==> src/rtl/load_store_unit.sv <==
// load_store_unit: initiator-side bridge between the MIPS core and a
// word-addressed data memory. Translates byte addresses into word indices,
// performs read-modify-write for sub-word stores and extends load data.
//
// Build option: define LOADSTORE_SUBWORD_EN to enable byte/halfword accesses,
// sign/zero extension and read-modify-write. Without it only aligned word
// accesses are legal and everything else completes as misaligned.
module load_store_unit #(
  parameter int WIDTH = 32
) (
  input  logic             LoadStore_CLK,
  input  logic             LoadStore_RST,
  input  logic             LoadStore_Req,
  input  logic             LoadStore_We,
  input  logic [1:0]       LoadStore_Size,
  input  logic             LoadStore_Unsigned,
  input  logic [WIDTH-1:0] LoadStore_Addr,
  input  logic [WIDTH-1:0] LoadStore_WD,
  output logic [WIDTH-1:0] LoadStore_RD,
  output logic             LoadStore_Done,
  output logic             LoadStore_Stall,
  output logic             LoadStore_Misaligned,
  output logic [WIDTH-1:0] LoadStore_MemA,
  output logic [WIDTH-1:0] LoadStore_MemWD,
  output logic             LoadStore_MemWE,
  input  logic [WIDTH-1:0] LoadStore_MemRD
);

  typedef enum logic [1:0] {
    IDLE  = 2'b00,
    READ  = 2'b01,
    WRITE = 2'b10,
    RESP  = 2'b11
  } state_t;

  state_t           state_r;
  state_t           next_state_s;
  logic [WIDTH-3:0] word_addr_r;
  logic [WIDTH-1:0] wd_r;
  logic [WIDTH-1:0] rd_r;
  logic             we_r;
  logic             mis_r;
  logic             mis_s;
  logic [WIDTH-1:0] merged_s;

`ifdef LOADSTORE_SUBWORD_EN
  logic [1:0]       size_r;
  logic [1:0]       off_r;
  logic             uns_r;
  logic [WIDTH-1:0] word_r;

  // Select the addressed lane(s) of a memory word and sign/zero extend them.
  function automatic logic [WIDTH-1:0] load_extend(
    input logic [WIDTH-1:0] word,
    input logic [1:0]       size,
    input logic [1:0]       off,
    input logic             uns
  );
    logic [WIDTH-1:0] sh;
    logic [7:0]       b;
    logic [15:0]      h;
    sh = word >> {off, 3'b000};
    b  = sh[7:0];
    h  = sh[15:0];
    case (size)
      2'b00:   load_extend = {{(WIDTH-8){b[7] & ~uns}}, b};
      2'b01:   load_extend = {{(WIDTH-16){h[15] & ~uns}}, h};
      default: load_extend = word;
    endcase
  endfunction

  // Replace the addressed lane(s) of the captured word with right-aligned store data.
  function automatic logic [WIDTH-1:0] store_merge(
    input logic [WIDTH-1:0] word,
    input logic [WIDTH-1:0] wd,
    input logic [1:0]       size,
    input logic [1:0]       off
  );
    logic [WIDTH-1:0] mask;
    logic [WIDTH-1:0] data;
    case (size)
      2'b00: begin
        mask = {{(WIDTH-8){1'b0}}, 8'hFF} << {off, 3'b000};
        data = {{(WIDTH-8){1'b0}}, wd[7:0]} << {off, 3'b000};
      end
      2'b01: begin
        mask = {{(WIDTH-16){1'b0}}, 16'hFFFF} << {off[1], 4'b0000};
        data = {{(WIDTH-16){1'b0}}, wd[15:0]} << {off[1], 4'b0000};
      end
      default: begin
        mask = {WIDTH{1'b1}};
        data = wd;
      end
    endcase
    store_merge = (word & ~mask) | (data & mask);
  endfunction

  // Alignment check of the incoming request (sub-word sizes legal).
  always_comb begin
    mis_s = 1'b0;
    case (LoadStore_Size)
      2'b00:   mis_s = 1'b0;
      2'b01:   mis_s = LoadStore_Addr[0];
      2'b10:   mis_s = |LoadStore_Addr[1:0];
      default: mis_s = 1'b1;
    endcase
  end

  // Write data: whole word passes through, sub-word stores are merged.
  always_comb begin
    merged_s = wd_r;
    if (size_r == 2'b10) begin
      merged_s = wd_r;
    end else begin
      merged_s = store_merge(word_r, wd_r, size_r, off_r);
    end
  end

  // Sub-word request fields and the word captured during READ.
  always_ff @(posedge LoadStore_CLK or negedge LoadStore_RST) begin
    if (!LoadStore_RST) begin
      size_r <= 2'b00;
      off_r  <= 2'b00;
      uns_r  <= 1'b0;
      word_r <= {WIDTH{1'b0}};
    end else if (state_r == IDLE && LoadStore_Req) begin
      size_r <= LoadStore_Size;
      off_r  <= LoadStore_Addr[1:0];
      uns_r  <= LoadStore_Unsigned;
    end else if (state_r == READ) begin
      word_r <= LoadStore_MemRD;
    end
  end
`else
  // Alignment check of the incoming request (only aligned words legal).
  always_comb begin
    mis_s = (LoadStore_Size != 2'b10) | (|LoadStore_Addr[1:0]);
  end

  // Write data is always a whole word.
  always_comb begin
    merged_s = wd_r;
  end
`endif

  // State register.
  always_ff @(posedge LoadStore_CLK or negedge LoadStore_RST) begin
    if (!LoadStore_RST) begin
      state_r <= IDLE;
    end else begin
      state_r <= next_state_s;
    end
  end

  // Next-state logic.
  always_comb begin
    next_state_s = state_r;
    case (state_r)
      IDLE: begin
        if (!LoadStore_Req) begin
          next_state_s = IDLE;
        end else if (mis_s) begin
          next_state_s = RESP;
        end else if (!LoadStore_We) begin
          next_state_s = READ;
`ifdef LOADSTORE_SUBWORD_EN
        end else if (LoadStore_Size != 2'b10) begin
          next_state_s = READ;
`endif
        end else begin
          next_state_s = WRITE;
        end
      end
      READ: begin
        if (we_r) begin
          next_state_s = WRITE;
        end else begin
          next_state_s = RESP;
        end
      end
      WRITE:   next_state_s = RESP;
      RESP:    next_state_s = IDLE;
      default: next_state_s = IDLE;
    endcase
  end

  // Common request fields latched at acceptance; load result captured on READ->RESP.
  always_ff @(posedge LoadStore_CLK or negedge LoadStore_RST) begin
    if (!LoadStore_RST) begin
      word_addr_r <= {(WIDTH-2){1'b0}};
      wd_r        <= {WIDTH{1'b0}};
      we_r        <= 1'b0;
      mis_r       <= 1'b0;
      rd_r        <= {WIDTH{1'b0}};
    end else if (state_r == IDLE && LoadStore_Req) begin
      word_addr_r <= LoadStore_Addr[WIDTH-1:2];
      wd_r        <= LoadStore_WD;
      we_r        <= LoadStore_We;
      mis_r       <= mis_s;
    end else if (state_r == READ && !we_r) begin
`ifdef LOADSTORE_SUBWORD_EN
      rd_r <= load_extend(LoadStore_MemRD, size_r, off_r, uns_r);
`else
      rd_r <= LoadStore_MemRD;
`endif
    end
  end

  // Output decode from state and latched request; memory bus idles at zero.
  always_comb begin
    LoadStore_Done       = 1'b0;
    LoadStore_Stall      = 1'b0;
    LoadStore_Misaligned = 1'b0;
    LoadStore_MemA       = {WIDTH{1'b0}};
    LoadStore_MemWD      = {WIDTH{1'b0}};
    LoadStore_MemWE      = 1'b0;
    case (state_r)
      IDLE: begin
        LoadStore_Stall = LoadStore_Req;
      end
      READ: begin
        LoadStore_Stall = 1'b1;
        LoadStore_MemA  = {2'b00, word_addr_r};
      end
      WRITE: begin
        LoadStore_Stall = 1'b1;
        LoadStore_MemA  = {2'b00, word_addr_r};
        LoadStore_MemWD = merged_s;
        LoadStore_MemWE = 1'b1;
      end
      RESP: begin
        LoadStore_Done       = 1'b1;
        LoadStore_Misaligned = mis_r;
      end
      default: begin
        LoadStore_Stall = 1'b0;
      end
    endcase
  end

  assign LoadStore_RD = rd_r;

endmodule
==> config.mk <==
export PLATFORM = sky130hd
export DESIGN_NAME = load_store_unit
export DESIGN_NICKNAME = d
export VERILOG_FILES = /design/src/rtl/load_store_unit.sv
export SDC_FILE = /design/constraint.sdc
export NUM_CORES = 1
export LEC_CHECK = 0
export CAP_MARGIN = 10
export CORE_ASPECT_RATIO = 0.9
export CORE_MARGIN = 5
export CORE_UTILIZATION = 41
export DETAILED_ROUTE_END_ITERATION = 10
export GPL_TIMING_DRIVEN = 0
export HOLD_SLACK_MARGIN = 0.08
export PLACE_DENSITY = 0.77
export REMOVE_ABC_BUFFERS = 1
export SYNTH_ARGS = -nofsm -noshare
export SYNTH_HDL_FRONTEND = slang
export SYNTH_SLANG_ARGS = --single-unit
==> constraint.sdc <==
create_clock -name LoadStore_CLK -period 2.3 [get_ports LoadStore_CLK]
set_input_delay 0.345 -clock LoadStore_CLK [delete_from_list [all_inputs] [get_ports LoadStore_CLK]]
set_output_delay 0.345 -clock LoadStore_CLK [all_outputs]
set_load 0.05 [all_outputs]
; After elaboration in Yosys (flattened, before gate mapping)
; Cells that the tools add are included.
[word_totals]
register_bits = 98
inputBits = 103
output_inout_bits = 100
word_cells = 30
[classes]
n_eq_ne = 4
n_mux = 11
bitwise_logic = 2
n_reduce_logical = 7
[op_table]
columns = operator, count
row1 = $mux 32, 1
row2 = $mux 30, 1
row3 = $pmux 2 s4, 1
row4 = $mux 2, 3
row5 = $eq 2x2->1 const B, 2
row6 = $mux 1, 4
row7 = $reduce_or 2->1, 2
row8 = $eq 2x1->1 const B, 1
row9 = $logic_and 1x1->1, 2
row10 = $logic_not 2->1, 1
row11 = $ne 2x2->1 const B, 1
row12 = $pmux 1 s2, 1
row13 = $reduce_and 2->1, 1
row14 = $logic_not 1->1, 1
row15 = $not 1->1, 1
row16 = $or 1x1->1, 1

; Logic depth before layout (Yosys ltp)
; Gate-level depths: netlist of the first run.
[depth]
depth_word = 5
ltp_mapped = 7
depth_no_buf = 5

; Worst setup path before layout of the first run
; OpenSTA, ideal clock, no wires.
[synth_path]
path_kind = reg2out
from = register state_r[0]
to = output port LoadStore_MemWD[10]
arrival_ps = 1689
t_required_ps = 1955
path_slack_ps = 266
stages_incl_launch_ff = 5
path_buffers = 1
path_cell_list = dfrtp_1 > inv_1 > ha_1 > clkbuf_1 > and2_1
[synth_between]
elab_chain_cells = 2
[synth_lines]
columns = item, line_no
row1 = from (decl), 36  ; state_t state_r;
row2 = from (signal assigned), 151  ; state_r <= next_state_s;
row3 = $eq 2x2->1, 217  ; case (state_r)
row4 = $mux 32, 217
row5 = to (decl), 24  ; output logic [WIDTH-1:0] LoadStore_MemWD,
; No other way between the ends.

; Worst setup path after layout of the first run
[layout_path]
from = register state_r[1]
to = output port LoadStore_MemA[26]
[layout_between]
elab_chain_cells = 3
word_cells_on_any_way = 4
cone_classes = 2 x eq/ne / 1 x mux / 1 x reduce/logical
[layout_lines]
columns = item, line_no
row1 = $eq 2x1->1 or $eq 2x2->1 (tied branches), 217
row2 = $reduce_or 2->1 (no source line) *, --
row3 = $mux 30 *, 217
row4 = to (decl), 23  ; output logic [WIDTH-1:0] LoadStore_MemA,
; Mark *: on every way between the ends. The rest lies on a longest branch, timed or not.

==> impl_results.md, run 1 <==
- Status: complete, no violations
- Average via count per standard cell: 4.74
- Synth-to-Final Area Change: 55.6%
- Synth Register Bits: between 90 and 100
- Commonest non-fill, non-tap cells in the layout: 133 x clkdlybuf4s50_1, 98 x dfrtp_1, 63 x and2_1
- Required @ worst endpoint: 1.96 ns
- Height of the die: 107 um
- Main combinational cell family by area after synthesis: multiplexers
- Peak Freq: about 0.45 GHz
- First DRT Iteration DRCs: 180
- Layout Skew: 0.00294 ns
- Max-slew headroom: about half
- Average size of a mapped cell: approximately 15 sq um
- Clk_lat worst skew: about 0.33 ns
- First-pass GRT wire length: 17.0 mm
- Vias in the first global route: ~3,300
- IO Port Bufs: about 200
- Hpwl dp: just under 8 mm
- Drt wl/cell: 17.1 um
- Clock Path Buffers: 2
- Die area: 12,700 sq um
- Least-Margin Pin Slew: between 0.7 and 0.8 ns
- RSZ-0062 raised after global routing: true
- Grt total ovfl: 0
- Critical Path Start: state_r[1]
- CTS Buf Count: 9
- Post-Synth Adder-Cell Area: under 10%
- Row count: 35
- Final hold viol count: 0
- Routed vias: a little under 3,000
- Critical Path Fanout Max: 32
- Final setup vio count: 0
- CP endpoint kind: primary output
- GP Congestion: roughly 0.7
- R2R Setup Slk: ~0.11 ns
- Distinct cells, synth: 19
- Final antenna-violating net count: 0
- Critical Path Sink: LoadStore_MemA[26]
- Final min period: ~2.2 ns
- Max Cap Viol: 0
- Wirelength, routed: roughly 11 mm
- Initial antenna violation count: 0
- Xor/xnor share of the synthesized area: 0%
- Mapped cell area: around 4300 sq um
- Mapped Cells: between 200 and 300
- Reg clk slew, reported paths: 0.06 ns
- Reg2Reg Depth: 5
- Final period util: a little over nine tenths
- CTS tree: built
- Clock root cell: clkbuf_16
- Worst r2r src: state_r[0]
- Starting Density: 42.1%
- Largest net degree at the start of global routing: 52
- GR Util All Layers: between 15 and 20%
- I/O pin count: 203
- Mux cell area share after synthesis: 27.7%
- Final Max Tran Viols: 0
- Crit start category: register
- Worst Hold Class: register to register
- Net count, final: about 600
- Diode count: 0
- Most common cell after layout, fill and taps aside: clkdlybuf4s50_1
- Placed cells: ~610
- # DRC: 0
- Crit path kind: register to primary output
- Simple-Gate Fraction of Synth Area: around 10%
- Core ar.: 10,200 sq um
- Width of the die: ~120 um
- Critical Path AT: approximately 1.9 ns
- Sequential area share after synthesis: 56.9%
- Clk sink count: approximately 100
- Synth warn: 0
- TritonRoute pass-1 iters: 4
- H-tree Lvls: 3
- Filler cells: between 700 and 800
- Non-Filler Instances: around 630
- Post-CTS setup buffers: 0
- Reg2Reg Capture Point: LoadStore_RD[10]
- Hold_sp: mis_r
- Complex-gate fraction of the synthesized area: less than 1%
- Share of cells above drive strength 1: 35.6%
==> metrics by stage <==
stage | hold slack, ns | setup TNS [ns] | instance area (sq um) | util, % | setup WS [ns]
global route | 0.522 | -0.0231 | 6710 | 65.5 | -0.0231
floorplan | 0.0494 | -116.51 | 4190 | - | -2.14
global placement | 0.465 | -511.31 | 6340 | 61.9 | -3.52
detailed placement | 0.438 | -37.79 | 6400 | 62.5 | -0.464
CTS | 0.496 | 0 | 6810 | 66.4 | 0.0226
finish | 0.494 | 0 | 6710 | 65.5 | 0.0873
==> layer usage <==
layer	vias to the layer above	GRT usage, %	wire length (um)
met5	-	0	0
met1	1463	19.7	4220
li1	1380	-	-
met2	118	28.8	5500
met4	0	5.32	125
met3	8	6.52	882
==> critical path, cell delays in order, from the launching register on <==
cell and delay (ns):
dfrtp_1 0.41, inv_1 0.12, ha_4 0.45, and2_1 0.17, clkdlybuf4s15_2 0.38
==> worst min path at each step <==
stage	end	slack, ns	cells after the start
after floorplan	LoadStore_RD[0]	0.05	0
after global routing	word_addr_r[18]	0.52	1
after CTS	mis_r	0.50	2
after global placement	mis_r	0.46	2
final	mis_r	0.49	2
after detailed placement	merged_s[28]	0.44	1
==> repair_timing <==
item	CTS	global route
endpoints found under the setup margin	96	21
pin swaps	0	0
gates resized for setup	195	36
hold endpoints to repair	37	0
hold buffers	1	0
==> cells by family (layout without fill, tap and decap cells) <==
group                    Yosys count  count (layout)
adder cells (fa/ha/maj)            4               4
AND/OR/NAND/NOR                   73              73
other                              1               2
AO/OA/AOI/OAI                      5               5
multiplexers                      94              94
flip-flops                        98              98
buffers and inverters             21             221
==> sequential cells by signal, summed over array words and instances (netlist names) <==
name and count:
state_r 2, we_r 1, word_addr_r 30, mis_r 1, LoadStore_RD 32, merged_s 32
==> layout make-up <==
class	count	area, sq um	area share [%]
clock inverters	4	52.6	0.783
multi-input cells	178	1760	26.3
clock buffers	12	236	3.52
flip-flops and latches	98	2450	36.5
well taps	129	161	2.41
inverters	3	11.3	0.168
repair buffers	202	2030	30.3
==> cells in the mapped netlist <==
master | count | share of area (%)
dfrtp_1 | 98 | 57
and2_1 | 63 | 9.1
mux2_2 | 58 | 15
mux2_4 | 36 | 13
clkbuf_1 | 6 | 0.52
buf_4 | 5 | 0.87
buf_6 | 5 | 1.3
ha_1 | 4 | 1.2
nand2_1 | 4 | 0.35
inv_1 | 3 | 0.26
a311oi_1 | 2 | 0.41
buf_2 | 2 | 0.23
nor2_1 | 2 | 0.17
nor2b_1 | 2 | 0.29
o21ai_0 | 2 | 0.23
a21oi_1 | 1 | 0.12
conb_1 | 1 | 0.087
nor3_1 | 1 | 0.12
nor4b_1 | 1 | 0.20
Power of run 1 is left out: the tool's default activity adds up to more than one toggle a clock period on the data nets, which glitch-free logic cannot reach.
==> run 2, diff against run 1 <==
CORE_UTILIZATION = 37   (was 41)
PLACE_DENSITY = 0.73   (was 0.77)
clock period = 1.8 ns   (was 2.3 ns; I/O delays follow)
==> run 2 against run 1 <==
  * The run now ends with setup timing left
  * Critical path depth is 1 higher
  * Cell area is 13% higher
  * Core utilization is 0.82 points higher
==> impl_results.md, run 2 (synthesis gave the netlist of run 1 again) <==
- Routed vias: 3,097 (+4.3%)
- Worst Hold Class: primary input to asynchronous set/reset pin
- Core ar.: 11,400 sq um (+12%)
- IO Port Bufs: 199 (unchanged)
- Filler cells: 845 (+5.8%)
- Clk_lat worst skew: 0.33 ns (about the same)
- I/O pin count: 203 (unchanged)
- Final period util: 107%
- Non-Filler Instances: 674 (+7.7%)
- Wirelength, routed: 12.4 mm (+16%)
- Most common cell after layout, fill and taps aside: clkdlybuf4s50_1
- First-pass GRT wire length: 18.2 mm (+6.9%)
- Synth-to-Final Area Change: 75.8%
- Peak Freq: slightly above 0.5 GHz
- Final Max Tran Viols: 0 (unchanged)
- Area of the multi-input gates: 1960 sq um (+11%)
- Share of cells above drive strength 1: 51.5% (+16 points)
- Setup ws final: -0.124 ns (-0.211 ns)
- FF/Latch Area: 2450 sq um (unchanged)
- Grt total ovfl: 0 (unchanged)
- Starting Density: 37.7% (-4.4 points)
- Final hold viol count: 0 (unchanged)
- Failing checks: setup timing
- # DRC: 0 (unchanged)
- Crit path kind: register to register
- Placed cells: 636 (+4.4%)
- Reg clk slew, reported paths: 0.07 ns (about the same)
- Status: finished with violations
- Max-slew headroom: 54.8% (+4.6 points)
- Hpwl dp: 7.78 mm (-1.7%)
- H-tree Lvls: 3 (unchanged)
- Width of the die: 124 um (+4.8%)
- RSZ-0062 raised after global routing: true
- GP Congestion: 0.704 (about the same)
- Max Cap Viol: 0 (unchanged)
- Height of the die: 112 um (+4.8%)
- Commonest non-fill, non-tap cells in the layout: 113 x clkdlybuf4s50_1, 98 x dfrtp_1, 62 x buf_8
- Clock root cell: clkbuf_16
- Final antenna-violating net count: 0 (unchanged)
- Clock Path Buffers: 2 (unchanged)
- Final min period: 1.92 ns
- Crit start category: register
- Row count: 37 (+5.7%)
- Required @ worst endpoint: 2.02 ns (+0.06 ns)
- Pre-CTS setup slack: -0.990 ns (-0.526 ns)
- CTS tree: built
- Diode count: 0 (unchanged)
- Critical Path AT: 2.14 ns (+0.27 ns)
- Die area: 13,900 sq um (+9.8%)
- Average via count per standard cell: 4.59 (-3.1%)
- CTS Buf Count: 9 (unchanged)
- First DRT Iteration DRCs: 96 (-47%)
- Initial antenna violation count: 0 (unchanged)
- Critical Path Fanout Max: 47 (+47%)
- Vias in the first global route: 3,393 (+3.4%)
- Least-Margin Pin Slew: 0.669 ns (-0.0752 ns)
- Layout Skew: 0.00465 ns (+0.00172 ns)
- CP endpoint kind: register
- Hold_ws: 0.465 ns (-0.0286 ns)
- Net count, final: 620 (+3.5%)
- Final design utilization: 66.3% (+0.82 points)
- Largest net degree at the start of global routing: 58 (+12%)
- Clk sink count: 98 (unchanged)
- Drt wl/cell: 18.4 um (+7.6%)
- GR Util All Layers: 16.8% (-0.12 points)
- Final setup vio count: 105 (+105)
- TritonRoute pass-1 iters: 4 (unchanged)
-- run 2: cell count changes in the layout (fill, tap and decap cells not counted), moves of 5 or more --
cell,change
clkdlybuf4s50_1,-20
buf_2,-14
clkdlybuf4s18_2,-5
clkdlybuf4s15_2,-43
buf_4,+9
buf_6,+5
dlymetal6s2s_1,+18
and2_4,+61
and2_1,-61
buf_8,+62
-- run 2: worst paths after layout --
path / startpoint / to / slack [ns] / cells after the start
max in group asynchronous: LoadStore_RST / LoadStore_RD[8] / 0.63 / 3
min reg2reg: mis_r / mis_r / 0.48 / 2
min in group LoadStore_CLK: mis_r / mis_r / 0.48 / 2
max reg2reg: state_r[1] / merged_s[2] / -0.12 / 5
min: LoadStore_RST / merged_s[5] / 0.47 / 2
max: state_r[1] / merged_s[2] / -0.12 / 5
-- run 2: timing repair --
item | 4_1_cts | 5_1_grt
resized for setup | 510 | 111
endpoints found under the setup margin | 141 | 158
endpoints found under the hold margin | 41 | 0
pin swaps | 4 | 1
cloned | 2 | 3
buffers inserted | 12 | 4
hold buffers | 1 | 0
-- run 2: final cells by class --
type | count | share of cell area, %
Clock buffer | 12 | 3.25
Clock inverter | 4 | 0.363
Inverter | 3 | 0.149
Multi-Input combinational cell | 179 | 25.8
Sequential cell | 98 | 32.3
Tap cell | 156 | 2.57
Timing Repair Buffer | 222 | 35.5
-- run 2: per-layer routing --
| layer | GRT usage [%] | vias to the layer above | share of wire [%] |
|---|---|---|---|
| met1 | 20.2 | 1530 | 40 |
| met4 | 5.02 | 0 | 2.0 |
| met5 | 0 | - | 0 |
| met2 | 28.0 | 124 | 50 |
| met3 | 6.15 | 17 | 8.4 |
| li1 | - | 1426 | - |
-- run 2: metrics by stage --
stage | area (sq um) | TNS [ns]
3_3_place_gp | 6380 | -631.52
5_1_grt | 7580 | -15.99
4_1_cts | 7140 | -5.90
2_1_floorplan | 4190 | -172.82
6_report | 7580 | -8.61
3_5_place_dp | 6440 | -89.94
-- run 2: worst max-delay path, cell delays in order, from the launching register on --
cell and delay [ns]:
dfrtp_1 0.39, inv_2 0.07, ha_4 0.19, nand2_4 0.39, buf_16 0.31, mux2_2 0.38
Power of run 2 is left out for the same reason.
==> run 3, diff against run 2 <==
ABC_AREA = 1   (was not set)
==> run 3 against run 2 <==
  * The flow still finishes with violations (setup timing)
  * Flip-flop and latch count unchanged
  * Sequential share of layout area up 1.5 points
  * Routed wire length is 6.4% higher
  * Fmax is 3.1% higher
  * Die area is 1.2% higher
  * Register-to-register slack improved by 0.27 ns
  * Clock-buffer cell count unchanged
  * Worst setup slack improved by 0.058 ns
  * Largest cell class is now sequential cells
  * Highest routed layer unchanged
==> impl_results.md, run 3 <==
- First-pass GRT wire length: 21.3 mm (+17%)
- Average size of a mapped cell: 7.72 sq um (-47%)
- Failing checks: setup timing
- Clk_lat worst skew: 0.33 ns (about the same)
- Comb pwr share: ~64%
- Height of the die: 113 um (+0.60%)
- Peak Freq: 0.536 GHz (+3.1%)
- Die area: 14,100 sq um (+1.2%)
- Starting Density: 38.1% (+0.35 points)
- RSZ-0062 raised after global routing: true
- Layout Skew: 0.00544 ns (+0.000781 ns)
- Synth Register Bits: 98 (unchanged)
- Post-synth top cells: 290 x nand2_1, 101 x inv_1, 98 x dfrtp_1
- Number of flops mapped to enable cells by yosys: 0 (unchanged)
- Reg clk slew, reported paths: 0.06 ns (about the same)
- Crit start category: register
- H-tree Lvls: 3 (unchanged)
- TritonRoute pass-1 iters: 4 (unchanged)
- Synth-to-Final Area Change: 66.0%
- Critical Path Fanout Max: 8 (-83%)
- Distinct cells, synth: 17 (-2)
- Diode count: 0 (unchanged)
- Setup ws final: -0.0654 ns (+0.0583 ns)
- Largest net degree at the start of global routing: 52 (-10%)
- DRT met1 WL: 5.32 mm (+7.0%)
- Synth warn: 0 (unchanged)
- Pwr per Cell Area: between 2000 and 2500 nW/um^2
- Clock root cell: clkbuf_16
- Max VDD drop: approximately 1 mV
- Net count, final: 876 (+41%)
- Width of the die: 125 um (+0.61%)
- Sequential area share after synthesis: 56.1% (-0.75 points)
- GP Congestion: 0.749 (+6.4%)
- Share of cells above drive strength 1: 18.3% (-33 points)
- Sw power: 7.96 mW
- Most common cell in the synthesized netlist: nand2_1
- Max Cap Viol: 0 (unchanged)
- Clk sink count: 98 (unchanged)
- Leak Pwr: around 4.3 nW
- Worst Hold End: word_addr_r[0]
- Most common cell after layout, fill and taps aside: nand2_1
- Initial antenna violation count: 0 (unchanged)
- # DRC: 0 (unchanged)
- Worst r2r src: state_r[1]
- Final min period: 1.87 ns (-0.0583 ns)
- Hold_ws: 0.470 ns (+0.00502 ns)
- Reg2Reg Depth: 6 (+1)
- Reg power frac: 23.9%
- Hpwl dp: 8.16 mm (+4.9%)
- Grt total ovfl: 0 (unchanged)
- Commonest non-fill, non-tap cells in the layout: 277 x nand2_1, 106 x clkdlybuf4s50_1, 98 x dfrtp_1
- Mapped Cells: 566 (+91%)
- Least-Margin Pin Slew: 0.624 ns (-0.0445 ns)
- WL met3: 1.24 mm (+19%)
- Top post-synthesis cells by area: dfrtp_1 56%, nand2_1 25%, inv_1 8.7%
- Switching Fraction: 49.8%
- Critical Path AT: 1.60 ns (-0.54 ns)
- Hold_sp: LoadStore_Addr[2]
- Average via count per standard cell: 4.36 (-5.0%)
- CP endpoint kind: primary output
- Synth top area share: 56.1% (-0.75 points)
- Final period util: 104% (-3.2 points)
- Clock Path Buffers: 2 (unchanged)
- Row count: 37 (unchanged)
- Worst Hold Class: primary input to register
- Final hold viol count: 0 (unchanged)
- Final Max Tran Viols: 0 (unchanged)
- Highest metal used: met4
- Mapped cell area: 4370 sq um (+1.3%)
- Int Pwr: ~8 mW
- Status: finished with violations
- Core ar.: 11,500 sq um (+0.40%)
- Routed vias: 4,050 (+31%)
- Prevailing post-synth register cell: dfrtp_1
- Final antenna-violating net count: 0 (unchanged)
- Ys async rst share: 100% (unchanged)
- Met2 wire len: 6.48 mm (+5.1%)
- Crit path kind: register to primary output
- GR Util All Layers: 18.7% (+1.9 points)
- Clock power share: between 10% and 20%
- I/O pin count: 203 (unchanged)
- IO Port Bufs: 199 (unchanged)
- Pre-CTS setup slack: -2.20 ns (-1.21 ns)
- CTS tree: built
- CTS Buf Count: 9 (unchanged)
- Vias in the first global route: 4,216 (+24%)
- Wirelength, routed: 13.2 mm (+6.4%)
- First DRT Iteration DRCs: 219 (+130%)
- Max-slew headroom: 58.4% (+3.6 points)
- Hold depth: 3
- Required @ worst endpoint: 1.53 ns (-0.49 ns)
- Drt wl/cell: 14.2 um (-23%)
- R2R Setup Slk: 0.15 ns (+0.27 ns)
- Final setup vio count: 31 (-70%)
- Yosys top cell by area: dfrtp_1
- Reg2Reg Capture Point: LoadStore_RD[13]
-- run 3: cell count changes in the layout (fill, tap and decap cells not counted), sizes merged, moves of 3 or more --
cell / before / now
and2: 63 / 0
buf: 85 / 81
clkbuf: 16 / 13
clkdlybuf4s50: 113 / 106
dlygate4sd2: 0 / 9
inv: 3 / 104
mux2: 94 / 0
nand2: 5 / 293
nand3: 0 / 4
o21ai: 2 / 33
-- run 3: what timing repair did --
action / CTS / global route
resized for setup: 466 / 109
pin swaps: 5 / 2
buffers inserted: 11 / 2
hold buffers: 1 / 0
endpoints found under the setup margin: 172 / 82
gates cloned: 6 / 0
hold endpoints to repair: 47 / 0
-- run 3: through the flow --
step	total power [mW]	instance area, sq um	cells	setup TNS (ns)	utilization, %
final	16.0	7250	928	-1.20	63.2
after global routing	16.9	7250	928	-3.36	63.2
after CTS	15.6	6990	926	-1.29	60.9
after detailed placement	12.4	6410	894	-175.04	55.9
after global placement	12.2	6390	893	-482.86	55.6
after floorplan	9.41	4200	538	-45.70	-
-- run 3: logic make-up after synthesis --
group | share of synthesized area [%]
other | 0.0858
buffers and inverters | 12.7
and+or+nand+nor | 26.2
adders and majority gates | 1.15
DFF | 56.1
AOI/OAI and AO/OA | 3.78
-- run 3: critical path, cell delays in order, from the launching register on --
cell and delay [ns]:
dfrtp_1 0.39, inv_2 0.08, ha_4 0.35, buf_12 0.16
nor2_4 0.04, nor2_2 0.08, buf_6 0.16
-- run 3: how the worst max path moves through the flow --
| stage | start | end | slack [ns] | depth (start not counted) |
|---|---|---|---|---|
| after global placement | LoadStore_RST | merged_s[13] | -3.17 | 1 |
| after CTS | state_r[0] | LoadStore_Stall | -0.08 | 6 |
| after floorplan | state_r[0] | LoadStore_Stall | -1.08 | 6 |
| after global routing | state_r[0] | LoadStore_MemA[6] | -0.12 | 6 |
| after detailed placement | LoadStore_Req | LoadStore_Stall | -2.20 | 6 |
| final | state_r[0] | LoadStore_Stall | -0.07 | 6 |
-- run 3: layout make-up --
class                   instances  area, sq um
well taps                     156          195
flip-flops and latches         98         2450
multi-input cells             341         1530
clock buffers                  12          256
clock inverters                 2         37.5
repair inverters                2         17.5
fillers                       994         4230
repair buffers                215         2370
inverters                     102          399
-- run 3: routing by layer --
layer | GRT usage [%] | up-vias
li1 | - | 2030
met1 | 22.8 | 1853
met2 | 31.0 | 152
met3 | 7.50 | 15
met4 | 5.11 | 0
met5 | 0 | -
-- run 3: power groups by stage --
stage               Combinational, mW  Clock [mW]  Sequential (mW)
finish                           10.3        1.90             3.82
global route                     10.9        2.04             3.95
CTS                              9.84        1.95             3.81
detailed placement               8.60           0             3.79
global placement                 8.49           0             3.75
floorplan                        4.56           0             4.84
No activity file was read; power rests on OpenSTA's default activity.
